--- src/rtl/iobus_uart_tx_if.sv ---
// OTTER IOBUS bundle between the MCU and the UART transmitter's registers.
// The MCU drives address, write data and the write strobe; the
// transmitter returns combinational read data for the addressed register.
interface iobus_uart_tx_if;
   logic [31:0] IOBUS_ADDR;
   logic [31:0] IOBUS_OUT;
   logic        IOBUS_WR;
   logic [31:0] RD_DATA;

   modport master (output IOBUS_ADDR, output IOBUS_OUT, output IOBUS_WR, input  RD_DATA);
   modport slave  (input  IOBUS_ADDR, input  IOBUS_OUT, input  IOBUS_WR, output RD_DATA);
endinterface

--- src/rtl/iobus_uart_tx.sv ---
// Memory-mapped 8N1 UART transmitter on the OTTER IOBUS.
// Registers: DATA (+0) pushes a byte into a small TX FIFO, STATUS (+4)
// reports FIFO/FSM state and holds a sticky overflow flag, and CTRL (+8)
// holds the transmit enable and the "drained" interrupt enable.
module iobus_uart_tx #(
   parameter logic [31:0] BASE_AD      = 32'h1100_0060,
   parameter int          CLKS_PER_BIT = 434,
   parameter int          FIFO_DEPTH   = 8
) (
   input  logic           CLK,
   input  logic           RST_N,
   iobus_uart_tx_if.slave bus,
   output logic           TX,
   output logic           IRQ
);

   localparam int AW = $clog2(FIFO_DEPTH);
   localparam int BW = $clog2(CLKS_PER_BIT);

   localparam logic [BW-1:0] BAUD_LAST = BW'(CLKS_PER_BIT - 1);
   localparam logic [4:0]    DEPTH_CNT = 5'(FIFO_DEPTH);

   localparam logic [1:0] ST_IDLE  = 2'd0;
   localparam logic [1:0] ST_START = 2'd1;
   localparam logic [1:0] ST_DATA  = 2'd2;
   localparam logic [1:0] ST_STOP  = 2'd3;

   // Register decode
   logic sel_data, sel_stat, sel_ctrl;
   logic wr_data, wr_stat, wr_ctrl;

   // Control and status state
   logic en, irq_en, overflow;

   // FIFO
   logic [7:0]    mem [FIFO_DEPTH];
   logic [AW-1:0] wr_ptr, rd_ptr;
   logic [4:0]    count;
   logic          full, empty, push, pop;

   // Transmitter
   logic [1:0]    state;
   logic [BW-1:0] baud_cnt;
   logic [2:0]    bit_idx;
   logic [7:0]    shreg;
   logic          busy, baud_done;

   // Upper write-data bits have no register behind them.
   logic unused_bus_bits;
   assign unused_bus_bits = ^bus.IOBUS_OUT[31:8];

   assign sel_data = (bus.IOBUS_ADDR == BASE_AD);
   assign sel_stat = (bus.IOBUS_ADDR == BASE_AD + 32'd4);
   assign sel_ctrl = (bus.IOBUS_ADDR == BASE_AD + 32'd8);

   assign wr_data = bus.IOBUS_WR & sel_data;
   assign wr_stat = bus.IOBUS_WR & sel_stat;
   assign wr_ctrl = bus.IOBUS_WR & sel_ctrl;

   assign full  = (count == DEPTH_CNT);
   assign empty = (count == 5'd0);
   assign busy  = (state != ST_IDLE);

   // The FSM takes the head byte whenever it sits idle with work queued.
   assign pop = (state == ST_IDLE) & en & ~empty;
   // A push into a full FIFO still fits when the head leaves in the same cycle.
   assign push = wr_data & (~full | pop);

   assign baud_done = (baud_cnt == BAUD_LAST);

   // Combinational read mux; addresses outside this block read as zero
   always_comb begin
      // NOTE: RD_DATA gets a default before any condition so every path assigns it and no latch is inferred.
      bus.RD_DATA = 32'd0;
      if (sel_stat) begin
         bus.RD_DATA = {19'd0, count, 4'd0, overflow, busy, empty, full};
      end else if (sel_ctrl) begin
         bus.RD_DATA = {30'd0, irq_en, en};
      end
   end

   // CTRL register and sticky overflow flag
   always_ff @(posedge CLK or negedge RST_N) begin
      // NOTE: sequential state uses non-blocking assignments so every register samples pre-edge values.
      if (!RST_N) begin
         en       <= 1'b1;
         irq_en   <= 1'b0;
         overflow <= 1'b0;
      end else begin
         if (wr_ctrl) begin
            en     <= bus.IOBUS_OUT[0];
            irq_en <= bus.IOBUS_OUT[1];
         end
         if (wr_data & full & ~pop) begin
            overflow <= 1'b1;
         end else if (wr_stat & bus.IOBUS_OUT[3]) begin
            overflow <= 1'b0;
         end
      end
   end

   // FIFO storage, written on every accepted push
   always_ff @(posedge CLK) begin
      // NOTE: the storage array is deliberately not reset; pointers and count alone say which entries are valid.
      if (push) begin
         mem[wr_ptr] <= bus.IOBUS_OUT[7:0];
      end
   end

   // FIFO pointers (wrap naturally at the power-of-two depth) and occupancy
   always_ff @(posedge CLK or negedge RST_N) begin
      if (!RST_N) begin
         wr_ptr <= '0;
         rd_ptr <= '0;
         count  <= 5'd0;
      end else begin
         if (push) wr_ptr <= wr_ptr + AW'(1);
         if (pop)  rd_ptr <= rd_ptr + AW'(1);
         case ({push, pop})
            2'b10:   count <= count + 5'd1;
            2'b01:   count <= count - 5'd1;
            default: count <= count;
         endcase
      end
   end

   // Transmit FSM: start bit, eight data bits LSB first, stop bit
   always_ff @(posedge CLK or negedge RST_N) begin
      if (!RST_N) begin
         state    <= ST_IDLE;
         TX       <= 1'b1;
         baud_cnt <= '0;
         bit_idx  <= 3'd0;
         shreg    <= 8'd0;
      end else begin
         case (state)
            ST_IDLE: begin
               if (pop) begin
                  shreg    <= mem[rd_ptr];
                  TX       <= 1'b0;
                  baud_cnt <= '0;
                  state    <= ST_START;
               end
            end
            ST_START: begin
               if (baud_done) begin
                  baud_cnt <= '0;
                  TX       <= shreg[0];
                  shreg    <= {1'b0, shreg[7:1]};
                  bit_idx  <= 3'd0;
                  state    <= ST_DATA;
               end else begin
                  baud_cnt <= baud_cnt + BW'(1);
               end
            end
            ST_DATA: begin
               if (baud_done) begin
                  baud_cnt <= '0;
                  if (bit_idx == 3'd7) begin
                     TX    <= 1'b1;
                     state <= ST_STOP;
                  end else begin
                     TX      <= shreg[0];
                     shreg   <= {1'b0, shreg[7:1]};
                     bit_idx <= bit_idx + 3'd1;
                  end
               end else begin
                  baud_cnt <= baud_cnt + BW'(1);
               end
            end
            ST_STOP: begin
               if (baud_done) begin
                  baud_cnt <= '0;
                  state    <= ST_IDLE;
               end else begin
                  baud_cnt <= baud_cnt + BW'(1);
               end
            end
            default: begin
               TX    <= 1'b1;
               state <= ST_IDLE;
            end
         endcase
      end
   end

   // Level interrupt: enabled, nothing queued and the line back at idle
   always_ff @(posedge CLK or negedge RST_N) begin
      if (!RST_N) begin
         IRQ <= 1'b0;
      end else begin
         IRQ <= irq_en & empty & (state == ST_IDLE);
      end
   end

endmodule

--- src/flat_wrapper.sv ---
// flat-port wrapper written by rule: the top's interface ports become plain ports
module iobus_uart_tx_flat 
#(
   parameter logic [31:0] BASE_AD      = 32'h1100_0060,
   parameter int          CLKS_PER_BIT = 434,
   parameter int          FIFO_DEPTH   = 8
)
  (CLK, RST_N, TX, IRQ, bus_IOBUS_ADDR, bus_IOBUS_OUT, bus_IOBUS_WR, bus_RD_DATA);
  iobus_uart_tx_if bus_i ();
  input  logic CLK;
  input  logic RST_N;
  output logic TX;
  output logic IRQ;
  input wire logic [$bits(bus_i.IOBUS_ADDR)-1:0] bus_IOBUS_ADDR;
  input wire logic [$bits(bus_i.IOBUS_OUT)-1:0] bus_IOBUS_OUT;
  input wire logic [$bits(bus_i.IOBUS_WR)-1:0] bus_IOBUS_WR;
  output wire logic [$bits(bus_i.RD_DATA)-1:0] bus_RD_DATA;
  assign bus_i.IOBUS_ADDR = bus_IOBUS_ADDR;
  assign bus_i.IOBUS_OUT = bus_IOBUS_OUT;
  assign bus_i.IOBUS_WR = bus_IOBUS_WR;
  assign bus_RD_DATA = bus_i.RD_DATA;
  iobus_uart_tx #(.BASE_AD(BASE_AD), .CLKS_PER_BIT(CLKS_PER_BIT), .FIFO_DEPTH(FIFO_DEPTH)) u_core (.CLK(CLK), .RST_N(RST_N), .bus(bus_i), .TX(TX), .IRQ(IRQ));
endmodule
--- config.mk ---
export PLATFORM = sky130hd
export DESIGN_NAME = iobus_uart_tx_flat
export DESIGN_NICKNAME = d
export VERILOG_FILES = /design/src/rtl/iobus_uart_tx_if.sv /design/src/rtl/iobus_uart_tx.sv /design/src/flat_wrapper.sv
export SDC_FILE = /design/constraint.sdc
export NUM_CORES = 1
export LEC_CHECK = 0
export BUFFER_PORTS_ARGS = -buffer_cell sky130_fd_sc_hd__buf_2
export CAP_MARGIN = 20
export CORE_MARGIN = 1.5
export CORE_UTILIZATION = 57
export CTS_BUF_LIST = sky130_fd_sc_hd__clkbuf_2
export CTS_CLUSTER_DIAMETER = 50
export DETAILED_ROUTE_END_ITERATION = 7
export PLACE_DENSITY_LB_ADDON = 0.15
export RECOVER_POWER = 100
export SLEW_MARGIN = 20
export SYNTH_ARGS = -nofsm -noshare
export SYNTH_HDL_FRONTEND = slang
export SYNTH_SLANG_ARGS = --single-unit
--- constraint.sdc ---
create_clock -name CLK -period 3.36 [get_ports CLK]
set_clock_uncertainty 0.05 [all_clocks]
set_input_delay 0 -clock CLK [delete_from_list [all_inputs] [get_ports CLK]]
set_output_delay 0 -clock CLK [all_outputs]
set_load 0.03 [all_outputs]
### After elaboration in Yosys (flattened, before gate mapping)

Memories as Yosys holds them, arrays and structs flattened.
Index checks and enable logic that the tools add are counted.

* $add $sub $neg: 6
* equal/unequal tests: 17
* mux-type cells: 30
* bitwise logic cells: 15
* reductions and logical operators: 12

Operators with widths (number)
* 32-bit by 29-bit equality test with 1-bit output, second input constant: 3
* 8-bit two-way mux: 4
* 8-bit case mux with 3 select lines: 1
* 9-bit two-way mux: 2
* 9-bit case mux with 2 select lines: 1
* 13-bit two-way mux: 1
* 2-bit two-way mux: 6
* 1-bit AND: 11
* 2-bit by 1-bit inequality test with 1-bit output, second input constant: 5
* 5-bit case mux with 2 select lines: 1
* 5-bit AND reduction: 2
* 3-bit by 1-bit adder with 3-bit output, second input constant: 3
* 9-bit by 1-bit adder with 9-bit output, second input constant: 1
* 9-bit equality test, second input constant: 1
* 3-bit two-way mux: 3
* 1-bit two-way mux: 8
* 2-bit case mux with 4 select lines: 1
* 4-bit AND reduction: 2
* 2-bit nonzero test: 4
* 2-bit equality test, second input constant: 3
* 3-bit case mux with 2 select lines: 1
* 5-bit by 1-bit adder with 5-bit output, second input constant: 1
* 5-bit by 4-bit equality test with 1-bit output, second input constant: 1
* 5-bit logical NOT: 1
* 10 further kinds: 13

* flip-flop bits (word level): 38
* memory bits (writable): 64
* output and inout port bits: 34
* logic and storage cells: 93
* memories kept: 1

Memories
* u_core.mem: depth 8, bits a word 8, rd ports 1, clocked after Yosys merged registers in 0, write ports 1, line iobus_uart_tx.sv:36 `logic [7:0] mem [FIFO_DEPTH];`

### Depth between registers and ports, before layout

Gate-level depths: netlist (run 1).

* word-level depth: 7
* mapped depth: 15

### Worst setup path after synthesis (run 1)

Ideal clock, no wire load.

* path kind: reg-to-reg
* start point: register u_core.count[1]
* end point: register u_core.count[4]
* arrival time: 2679 ps
* required time: 3231 ps
* slack: 552 ps
* cell stages (with the launch flop): 15
* period minus slack after synthesis: 2808 ps
* cells stage by stage: dfrtp_1 > buf_2 > nor4_1 > nand3_1 > and4bb_2 > inv_1 > ha_1 > clkbuf_1 > xor2_1 > ha_1 > a21o_1 > nand2_1 > a21o_1 > a31oi_1 > xor2_1

* word-level cells in the longest chain between the ends: 7
* elaborated cells on any way between the ends: 13
* those cells by class: add/sub (2); eq/ne (3); mux (1); bitwise (5); reduce/logical (2)

Ends and longest elaborated chain
* start: declaration: line iobus_uart_tx.sv:38 `logic [4:0] count;`
* start signal: assignment: line iobus_uart_tx.sv:120 `2'b10: count <= count + 5'd1;`
* start signal: assignment: line iobus_uart_tx.sv:121 `2'b01: count <= count - 5'd1;`
* start signal: assignment: line iobus_uart_tx.sv:122 `default: count <= count;`
* 5-bit logical NOT: line iobus_uart_tx.sv:61 `assign empty = (count == 5'd0);`
* 1-bit NOT: line iobus_uart_tx.sv:65 `assign pop = (state == ST_IDLE) & en & ~empty;`
* 1-bit AND: line iobus_uart_tx.sv:65
* 1-bit OR: line iobus_uart_tx.sv:67 `assign push = wr_data & (~full | pop);`
* 1-bit AND: line iobus_uart_tx.sv:67
* 2-bit by 1-bit equality test with 1-bit output / 2-bit equality test (equally long branches): line iobus_uart_tx.sv:119 `case ({push, pop})`
* 5-bit case mux with 2 select lines / 2-bit nonzero test (equally long branches)

Several ways; a longest one is shown, not always the timed one.
A chain may end at the register's enable or synchronous reset.

### Final worst setup path (run 1)

* start point: register u_core.count[2]
* end point: register u_core.count[4]

* word-level cells in the longest chain between the ends: 7
* elaborated cells on any way between the ends: 13
* those cells by class: add/sub (2); eq/ne (3); mux (1); bitwise (5); reduce/logical (2)

Ends and longest elaborated chain
* 5-bit logical NOT *: line iobus_uart_tx.sv:61
* 1-bit NOT *: line iobus_uart_tx.sv:65
* 1-bit AND *: line iobus_uart_tx.sv:65
* named net u_core.pop: line iobus_uart_tx.sv:39 `logic full, empty, push, pop;`
* 1-bit OR: line iobus_uart_tx.sv:67
* 1-bit AND: line iobus_uart_tx.sv:67
* 2-bit by 1-bit equality test with 1-bit output / 2-bit equality test (equally long branches): line iobus_uart_tx.sv:119
* 5-bit case mux with 2 select lines / 2-bit nonzero test (equally long branches)

Mark *: on every way through the listed nets, which the timed path passes. The rest lies on a longest branch.

==> results_dict.tcl, run 1 <==
set metrics [dict create \
    synth-seq-area-share_pct 58.0 \
    cp-end-kind "flip-flop" \
    crit_path_start_kind "flip-flop" \
    vias 3028 \
    maxCapViolCount 1 \
    gp_congestion 0.840 \
    tightest_slew_ns 1.70 \
    syn-instance-count 369 \
    synth.distinct_cells 51 \
    ir_worst_vdd_uv 236 \
    synth.avg_cell_area_um2 13.4 \
    clock_latency_ns 0.58 \
    ios 101 \
    path_max_fanout 9 \
    clk_pin_slew_worst_paths_ns 0.31 \
    status "finished, violations left" \
    ys_ff_latch 102 \
    fin_tns_setup_ns 0 \
    final_nets 525 \
    grt_pass1_wl_um 14000 \
    initial_core_util_pct 59.7 \
    r2r_start "u_core.count[2]" \
    dpl.hpwl_um 5960 \
    rsz0062_at_grt "false" \
    io_buffers 53 \
    drive_gt1_share_pct 19.8 \
    wl_per_cell_um 15.8 \
    numCtsBuffers 9 \
    drt-initial-drc-count 151 \
    max_freq_mhz 335 \
    cts_tree "yes" \
    cts_buffer_depth 2 \
    slew_headroom_pct -13.2 \
    worst_setup_path_endpoint "u_core.count[4]" \
    reg2reg_to "u_core.count[4]" \
    failed_checks "capacitance limit, slew limit" \
    diodes 0 \
    fin_crit_ns 2.98 \
    rr_worst_depth 11 \
    syn_area_um2 4950 \
    antenna_found_initial 0 \
    grt.total_usage_pct 20.5 \
    finalSetupViolCount 0 \
    grt-ovfl-total 0 \
    slew_viol_final 29 \
    final_common_cell "edfxtp_1" \
    core_area_um2 8300 \
    drt-total-wl_um 8770 \
    hp-class "input port to flip-flop" \
    cts_root_buf "clkbuf_2" \
    num_rows 33 \
    h-tree-depth 3 \
    finalCritPeriodShare_pct 88.8 \
    die_h_um 96.2 \
    arrival_ns 3.48 \
    path_class "flip-flop to flip-flop" \
    utilization_pct 65.8 \
    synth_ff_type "edfxtp_1" \
    areaGrowthSynthToFinish_pct 10.3 \
    p_per_area_nw_per_um2 371 \
    synth-async-reset-ratio_pct 37.3 \
    die_x_um 96.2 \
    grt_pass1_vias 2835 \
    drc 0 \
    dr.pass1.iters 4 \
    crit_start "u_core.count[2]" \
    mostFrequentLayoutCells "edfxtp_1, buf_2, dfrtp_1" \
    synth_enable_flop_cells 64 \
    viasPerCell 5.47 \
    final_antenna_net_count 0 \
    grt_start_max_net_pins 29 \
    clock_sinks 102 \
    p_leak_nw 2.16 \
    cp.required_ns 3.85 \
    r2r_slack_ns 0.38 \
    yosys_warnings 0 \
    hold_viol_final 0 \
    dieArea_um2 9260 \
]
## sequential cells by signal, summed over array words and instances (netlist names)
name             cells
u_core.wr_ptr        3
u_core.IRQ           1
u_core.mem          64
u_core.bit_idx       3
u_core.rd_ptr        3
u_core.overflow      1
u_core.irq_en        1
u_core.en            1
u_core.shreg         8
u_core.TX            1
u_core.state         2
u_core.count         5
u_core.baud_cnt      9
## what timing repair did
action | 4_1_cts | 5_1_grt
hold buffers | 17 | 0
endpoints found under the setup margin | 0 | 1
hold endpoints to repair | 108 | 0
buffers inserted | 0 | 0
resized for setup | 0 | 2
## synthesized netlist by cell type, types with 5 or more instances
cell / number / area, um2
dfrtp_1: 36 / 901
and2_1: 7 / 43.8
nand2b_1: 7 / 43.8
mux2_4: 8 / 120
edfxtp_1: 64 / 1920
nor2_1: 25 / 93.8
nand2_1: 28 / 105
nor3_1: 5 / 25.0
o21ai_0: 24 / 120
mux4_2: 16 / 360
ha_1: 14 / 175
inv_1: 8 / 30.0
nor4_1: 6 / 37.5
clkbuf_1: 8 / 30.0
mux2_2: 6 / 67.6
nand3_1: 6 / 30.0
buf_4: 23 / 173
mux2i_1: 11 / 110
xor2_1: 6 / 52.6
## power breakdown
group | internal (W) | switching, W | leakage (nW)
Sequential | 0.00134 | 0.00000000000110 | 1.10
Clock | 0.000134 | 0.000462 | 0.0755
Combinational | 0.0000288 | 0.0000639 | 0.992
## through the flow
stage               hold slack (ns)  total power, W  cell area [um2]  setup slack (ns)  cells
global placement              0.112         0.00144             5260             0.423    521
global route                 0.0639         0.00210             5460            0.0197    554
finish                       0.0730         0.00203             5460             0.375    554
CTS                          0.0330         0.00205             5570             0.300    554
floorplan                    -0.346         0.00142             5040             0.552    391
detailed placement            0.141         0.00144             5260             0.375    521
## logic make-up (layout without fill, tap and decap cells)
| kind of cell | count (synthesis) | in the layout | synth area share (%) |
|---|---|---|---|
| flops | 102 | 102 | 58.0 |
| buf+inv | 45 | 103 | 5.56 |
| xor+xnor | 10 | 10 | 1.77 |
| compound gates | 49 | 49 | 6.62 |
| mux | 41 | 41 | 13.3 |
| simple gates | 107 | 107 | 11.1 |
| other cells | 1 | 23 | 0.0757 |
| fa+ha+maj | 14 | 14 | 3.54 |
## final cells by class
type	instances	area [um2]
Sequential cell	102	2880
Clock buffer	9	45.0
Fill cell	638	2840
Timing Repair Buffer	79	450
Tap cell	105	131
Multi-Input combinational cell	244	1840
Clock inverter	7	85.1
Inverter	8	30.0
## metal layers
metal	GRT usage [%]	wire length (um)	share of wire (%)	up-vias
li1	-	-	-	1463
met1	29.3	4060	46	1456
met2	32.4	4200	48	99
met3	5.06	431	4.9	10
met4	3.31	76	0.87	0
met5	0	0	0	-
## worst min path at each step
stage / slack [ns] / to / cells past startpoint / from
after CTS: 0.03 / u_core.wr_ptr[0] / 5 / bus_IOBUS_ADDR[27]
final: 0.07 / u_core.wr_ptr[2] / 6 / bus_IOBUS_ADDR[27]
after floorplan: -0.35 / u_core.IRQ / 0 / RST_N
after global routing: 0.06 / u_core.wr_ptr[0] / 5 / bus_IOBUS_ADDR[27]
after detailed placement: 0.14 / u_core.shreg[5] / 1 / RST_N
after global placement: 0.11 / u_core.shreg[5] / 1 / RST_N
## worst max-delay path, stage by stage, from the launching register on
cell	delay, ns
dfrtp_1	0.55
or4_1	0.57
nor2_1	0.18
nor2_1	0.15
ha_1	0.34
xor2_1	0.18
ha_1	0.23
a21o_1	0.13
nand2_1	0.06
a21o_1	0.17
a31oi_1	0.18
xor2_1	0.15
Note: power is estimated with default switching activity, not from simulation.
==> inputs of run 2 (changes only) <==
- REMOVE_ABC_BUFFERS: not set -> 1
==> run 2 against run 1 <==
The run still ends with capacitance limit, slew limit left. Critical path depth rose by 1. Sequential share of layout area down 0.19 points. Non-clock buffer count grew 2. Setup slack gained 0.0015 ns. Register-to-register slack hardly changed. Combinational power is 0.4% lower. Final cell count increased by 0.36%.
==> results_dict.tcl, run 2 (synthesized netlist as in run 1, its figures left out) <==
set metrics [dict create \
    status "finished, violations left" \
    failed_checks "capacitance limit, slew limit" \
    hp-class "input port to flip-flop" \
    drt-initial-drc-count 143 \
    layout.cells.non_filler 556 \
    hold_viol_final 0 \
    viasPerCell 5.57 \
    grt_pass1_vias 2840 \
    antenna_found_initial 0 \
    max_freq_mhz 335 \
    initial_core_util_pct 59.7 \
    finalCritPeriodShare_pct 88.8 \
    final_antenna_net_count 0 \
    dpl.hpwl_um 5910 \
    fin_tns_setup_ns 0 \
    reg_top3 "u_core.mem x64, u_core.baud_cnt x9, u_core.shreg x8" \
    rsz0062_at_grt "false" \
    dieArea_um2 9260 \
    diodes 0 \
    cts_tree "yes" \
    core_area_um2 8300 \
    ir_worst_vdd_uv 297 \
    tightest_slew_ns 1.94 \
    clk_pin_slew_worst_paths_ns 0.34 \
    grt_start_max_net_pins 37 \
    numCtsBuffers 9 \
    mostFrequentLayoutCells "edfxtp_1, buf_2, dfrtp_1" \
    p_per_area_nw_per_um2 377 \
    grt-ovfl-total 0 \
    final_nets 527 \
    cts_buffer_depth 2 \
    finalSetupViolCount 0 \
    maxCapViolCount 1 \
    cts_root_buf "clkbuf_2" \
    cp-end-kind "flip-flop" \
    drc 0 \
    grt.total_usage_pct 20.8 \
    die_h_um 96.2 \
    final_common_cell "edfxtp_1" \
    slew_viol_final 37 \
    gp_congestion 0.836 \
    slew_headroom_pct -29.1 \
    drt-total-wl_um 8740 \
    arrival_ns 3.50 \
    path_max_fanout 10 \
    largest_register_ffs 64 \
    clock_latency_ns 0.60 \
    placed_cells 522 \
    regMostFlops "u_core.mem" \
    grt_pass1_wl_um 14000 \
    num_rows 33 \
    fin_hold_ws_ns 0.112 \
    areaGrowthSynthToFinish_pct 10.6 \
    cp.required_ns 3.88 \
    wl_per_cell_um 15.7 \
    p_leak_nw 2.18 \
    h-tree-depth 3 \
    vias 3095 \
    die_x_um 96.2 \
    clock_sinks 102 \
    io_buffers 53 \
    dr.pass1.iters 4 \
    ios 101 \
    fin_crit_ns 2.98 \
    crit_path_start_kind "flip-flop" \
    drive_gt1_share_pct 19.1 \
    path_class "flip-flop to flip-flop" \
]
-- run 2: final cells by class --
type	instances	area, um2
Sequential cell	102	2880
Multi-Input combinational cell	244	1840
Timing Repair Buffer	81	467
Inverter	8	30.0
Fill cell	641	2820
Clock buffer	9	45.0
Tap cell	105	131
Clock inverter	7	93.8
-- run 2: per-stage QoR --
step,worst slack (ns),cell area (um2),power [W],utilization (%)
CTS,0.343,5590,0.00209,67.4
floorplan,0.667,4790,0.00140,-
global placement,0.437,5260,0.00144,63.4
finish,0.377,5480,0.00206,66.0
detailed placement,0.391,5260,0.00144,63.4
global route,0.0248,5480,0.00215,66.0
-- run 2: critical path, stage by stage (launching register included) --
cell	delay, ns
dfrtp_1	0.57
nor4_1	0.37
nand3_1	0.16
and4bb_1	0.28
inv_1	0.09
ha_1	0.34
xor2_1	0.18
ha_1	0.22
a21o_1	0.13
nand2_1	0.05
a21o_1	0.17
a31oi_1	0.18
xor2_1	0.15
-- run 2: power by group --
group	switching, W	leakage [nW]	internal (W)
clock network	0.000485	0.0831	0.000150
registers	0.00000000000118	1.10	0.00134
logic	0.0000635	1.00	0.0000287
-- run 2: worst paths after layout --
check,startpoint,to,cells past startpoint,slack [ns]
setup / recovery,u_core.count[1],u_core.count[4],12,0.38
min in group asynchronous,RST_N,u_core.TX,3,0.45
max in group asynchronous,RST_N,u_core.baud_cnt[5],4,0.96
setup reg to reg,u_core.count[1],u_core.count[4],12,0.38
hold / removal,bus_IOBUS_ADDR[29],u_core.wr_ptr[1],5,0.11
hold reg to reg,u_core.shreg[0],u_core.TX,2,0.45
-- run 2: layer usage --
| metal | routed length (um) | vias up | track usage (%) |
|---|---|---|---|
| met4 | 118 | 0 | 5.88 |
| met1 | 4150 | 1518 | 29.9 |
| met2 | 4100 | 95 | 31.8 |
| met3 | 369 | 10 | 4.98 |
| li1 | - | 1472 | - |
| met5 | 0 | - | 0 |
-- run 2: repair_timing --
action | in CTS | in global routing
setup buffers | 0 | 0
gates resized for setup | 0 | 0
hold endpoints to repair | 108 | 0
hold buffers | 18 | 0
endpoints found under the setup margin | 0 | 0
==> inputs of run 3 (changes only) <==
- ABC_AREA: not set -> 1
- CORE_UTILIZATION: 57 -> 58
==> run 3 against run 2 <==
The flow still finishes with violations (capacitance limit, slew limit). Die area up 9.1%. Final cell count grew 59%. Flip-flop and latch count is the same. Design area is 14% higher. Hold slack gained 0.033 ns. Sequential share of layout area down 6.5 points. Combinational power increased by 62%. Via count increased by 40%. Count of clock-buffer cells in the layout is the same. Non-clock buffer count is 19 higher. Critical endpoint is now u_core.en. Largest cell class unchanged. Highest routed layer unchanged.
==> results_dict.tcl, run 3 <==
set metrics [dict create \
    status "finished, violations left" \
    failed_checks "capacitance limit, slew limit" \
    yosys_warnings 0 \
    use_met2_pct 38.0 \
    r2r_slack_ns 0.62 \
    syn_area_um2 5510 \
    setup_ws_ns 0.147 \
    antenna_found_initial 0 \
    die_x_um 101 \
    wl_per_cell_um 12.5 \
    hp-class "input port to flip-flop" \
    utilization_pct 67.7 \
    ys_ff_latch 102 \
    grt_start_max_net_pins 37 \
    path_class "input port to flip-flop" \
    synth_compound_area_share_pct 2.86 \
    viasPerCell 4.89 \
    grt.total_usage_pct 23.1 \
    synth_ff_type "edfxtp_1" \
    mostFrequentLayoutCells "nand2_1, inv_1, nand3_1" \
    synth_top_family_by_area "simple AND/OR/NAND/NOR gates" \
    syn-instance-count 657 \
    h-tree-depth 3 \
    synthAdderAreaFrac_pct 3.18 \
    path_max_fanout 3 \
    synth.avg_cell_area_um2 8.39 \
    drt-total-wl_um 11100 \
    yosysMostFrequentCell "nand2_1" \
    fin_hold_ws_ns 0.145 \
    finalCritPeriodShare_pct 95.6 \
    areaGrowthSynthToFinish_pct 13.5 \
    crit_path_start_kind "input port" \
    drt-initial-drc-count 196 \
    p_leak_nw 2.96 \
    cts_root_buf "clkbuf_2" \
    cts_buffer_depth 2 \
    hold_viol_final 0 \
    cp.required_ns 3.86 \
    arrival_ns 3.72 \
    drive_gt1_share_pct 9.01 \
    fill_cells 740 \
    grt-ovfl-total 0 \
    final_nets 831 \
    grtUsageMet3_pct 5.20 \
    ios 101 \
    max_freq_mhz 311 \
    ys_top_cells_by_area "edfxtp_1, dfrtp_1, nand2_1" \
    post-cts-setup-buffers 0 \
    synth_top_area_share_pct 34.9 \
    fin_tns_setup_ns 0 \
    synth-xor-area-share_pct 1.27 \
    place_ws_ns 0.635 \
    num_rows 35 \
    fin_crit_ns 3.21 \
    synth-async-reset-ratio_pct 37.3 \
    largest_register_ffs 64 \
    busiest_layer "met2" \
    r2r_start "u_core.state[0]" \
    muxShareOfSynthArea_pct 0 \
    worstHoldStart "bus_IOBUS_ADDR[7]" \
    yosysTopAreaCell "edfxtp_1" \
    p_per_area_nw_per_um2 349 \
    grtUsageMet1_pct 30.4 \
    dpl.hpwl_um 7190 \
    vias 4325 \
    clk_pin_slew_worst_paths_ns 0.32 \
    cp-end-kind "flip-flop" \
    slew_viol_final 37 \
    dieArea_um2 10100 \
    core_area_um2 9240 \
    ir_worst_vdd_uv 317 \
    slew_headroom_pct -33.0 \
    clock_sinks 102 \
    grt_pass1_wl_um 18100 \
    final_common_cell "nand2_1" \
    synth_enable_flop_cells 64 \
    die_h_um 101 \
    final_antenna_net_count 0 \
    cts_tree "yes" \
    synth.distinct_cells 38 \
    rsz0062_at_grt "false" \
    finalSetupViolCount 0 \
    maxCapViolCount 1 \
    io_buffers 53 \
    clock_latency_ns 0.59 \
    numCtsBuffers 9 \
    regMostFlops "u_core.mem" \
    dr.pass1.iters 4 \
    ys_top_cells_by_count "nand2_1, inv_1, nand3_1, edfxtp_1, nor2_1" \
    crit_start "bus_IOBUS_ADDR[16]" \
    drc 0 \
    gp_congestion 0.803 \
    synth-seq-area-share_pct 52.1 \
    reg_top3 "u_core.mem x64, u_core.baud_cnt x9, u_core.shreg x8" \
    tightest_slew_ns 2.00 \
    initial_core_util_pct 59.7 \
    synth-simple-area-share_pct 28.6 \
    grt_pass1_vias 4002 \
]
## run 3: cell count changes in the layout (fill, tap and decap cells not counted), sizes merged, moves of 16 or more
| cell | before | now |
|---|---|---|
| nor2 | 26 | 61 |
| inv | 14 | 104 |
| nand3 | 6 | 67 |
| dlygate4sd3 | 17 | 35 |
| mux4 | 16 | 0 |
| nand2 | 28 | 216 |
## run 3: worst paths after layout
kind                              endpoint  cells past startpoint
min reg2reg                      u_core.TX                      2
max                              u_core.en                     13
max in group asynchronous  u_core.shreg[7]                      4
min                        u_core.count[0]                      9
max reg2reg                u_core.shreg[0]                     10
min in group asynchronous        u_core.en                      3
## run 3: cell type report
class / count / area [um2] / share of cell area [%]
clock inverters: 7 / 98.8 / 1.58
diodes: 1 / 2.50 / 0.0400
inverters: 101 / 379 / 6.06
multi-input cells: 436 / 2050 / 32.8
clock buffers: 9 / 45.0 / 0.720
repair buffers: 100 / 643 / 10.3
well taps: 129 / 161 / 2.58
flip-flops and latches: 102 / 2880 / 45.9
## run 3: where the power goes
part	switching, W	internal [W]	total (W)
registers	0.0000208	0.00138	0.00140
logic	0.0000940	0.0000547	0.000149
clock network	0.000488	0.000151	0.000639
total	0.000603	0.00158	0.00218
## run 3: kinds of logic (layout without fill, tap and decap cells)
kind of cell,Yosys count,after routing
compound gates,26,26
other cells,1,24
xor+xnor,8,8
buf+inv,141,217
simple gates,365,365
flops,102,102
fa+ha+maj,14,14
## run 3: timing repair
item                       in CTS  in global routing
setup endpoints to repair       0                  2
resized for setup               0                  6
hold endpoints to repair      112                  0
hold buffers                   36                  0
## run 3: metrics by stage
step	area, um2	power [W]	std cells
3_3_place_gp	5830	0.00154	832
5_1_grt	6260	0.00228	884
2_1_floorplan	5320	0.00149	639
3_5_place_dp	5830	0.00155	832
4_1_cts	6350	0.00221	884
6_report	6260	0.00218	885
## run 3: worst max-delay path, stage by stage
cell	delay, ns
dlygate4sd3_1	0.53
buf_2	0.12
nor2_1	0.14
dlygate4sd3_1	0.60
nand2_1	0.05
dlygate4sd3_1	0.55
nor2_1	0.10
nand2_1	0.12
nor2_1	0.21
nand3_1	0.11
dlygate4sd3_1	0.58
nand2_1	0.07
dlygate4sd3_1	0.55
## run 3: routing by layer
layer  wire length [um]  share of wire, %
met4                127               1.1
met2               5520                50
met3                631               5.7
met5                  0                 0
met1               4780                43
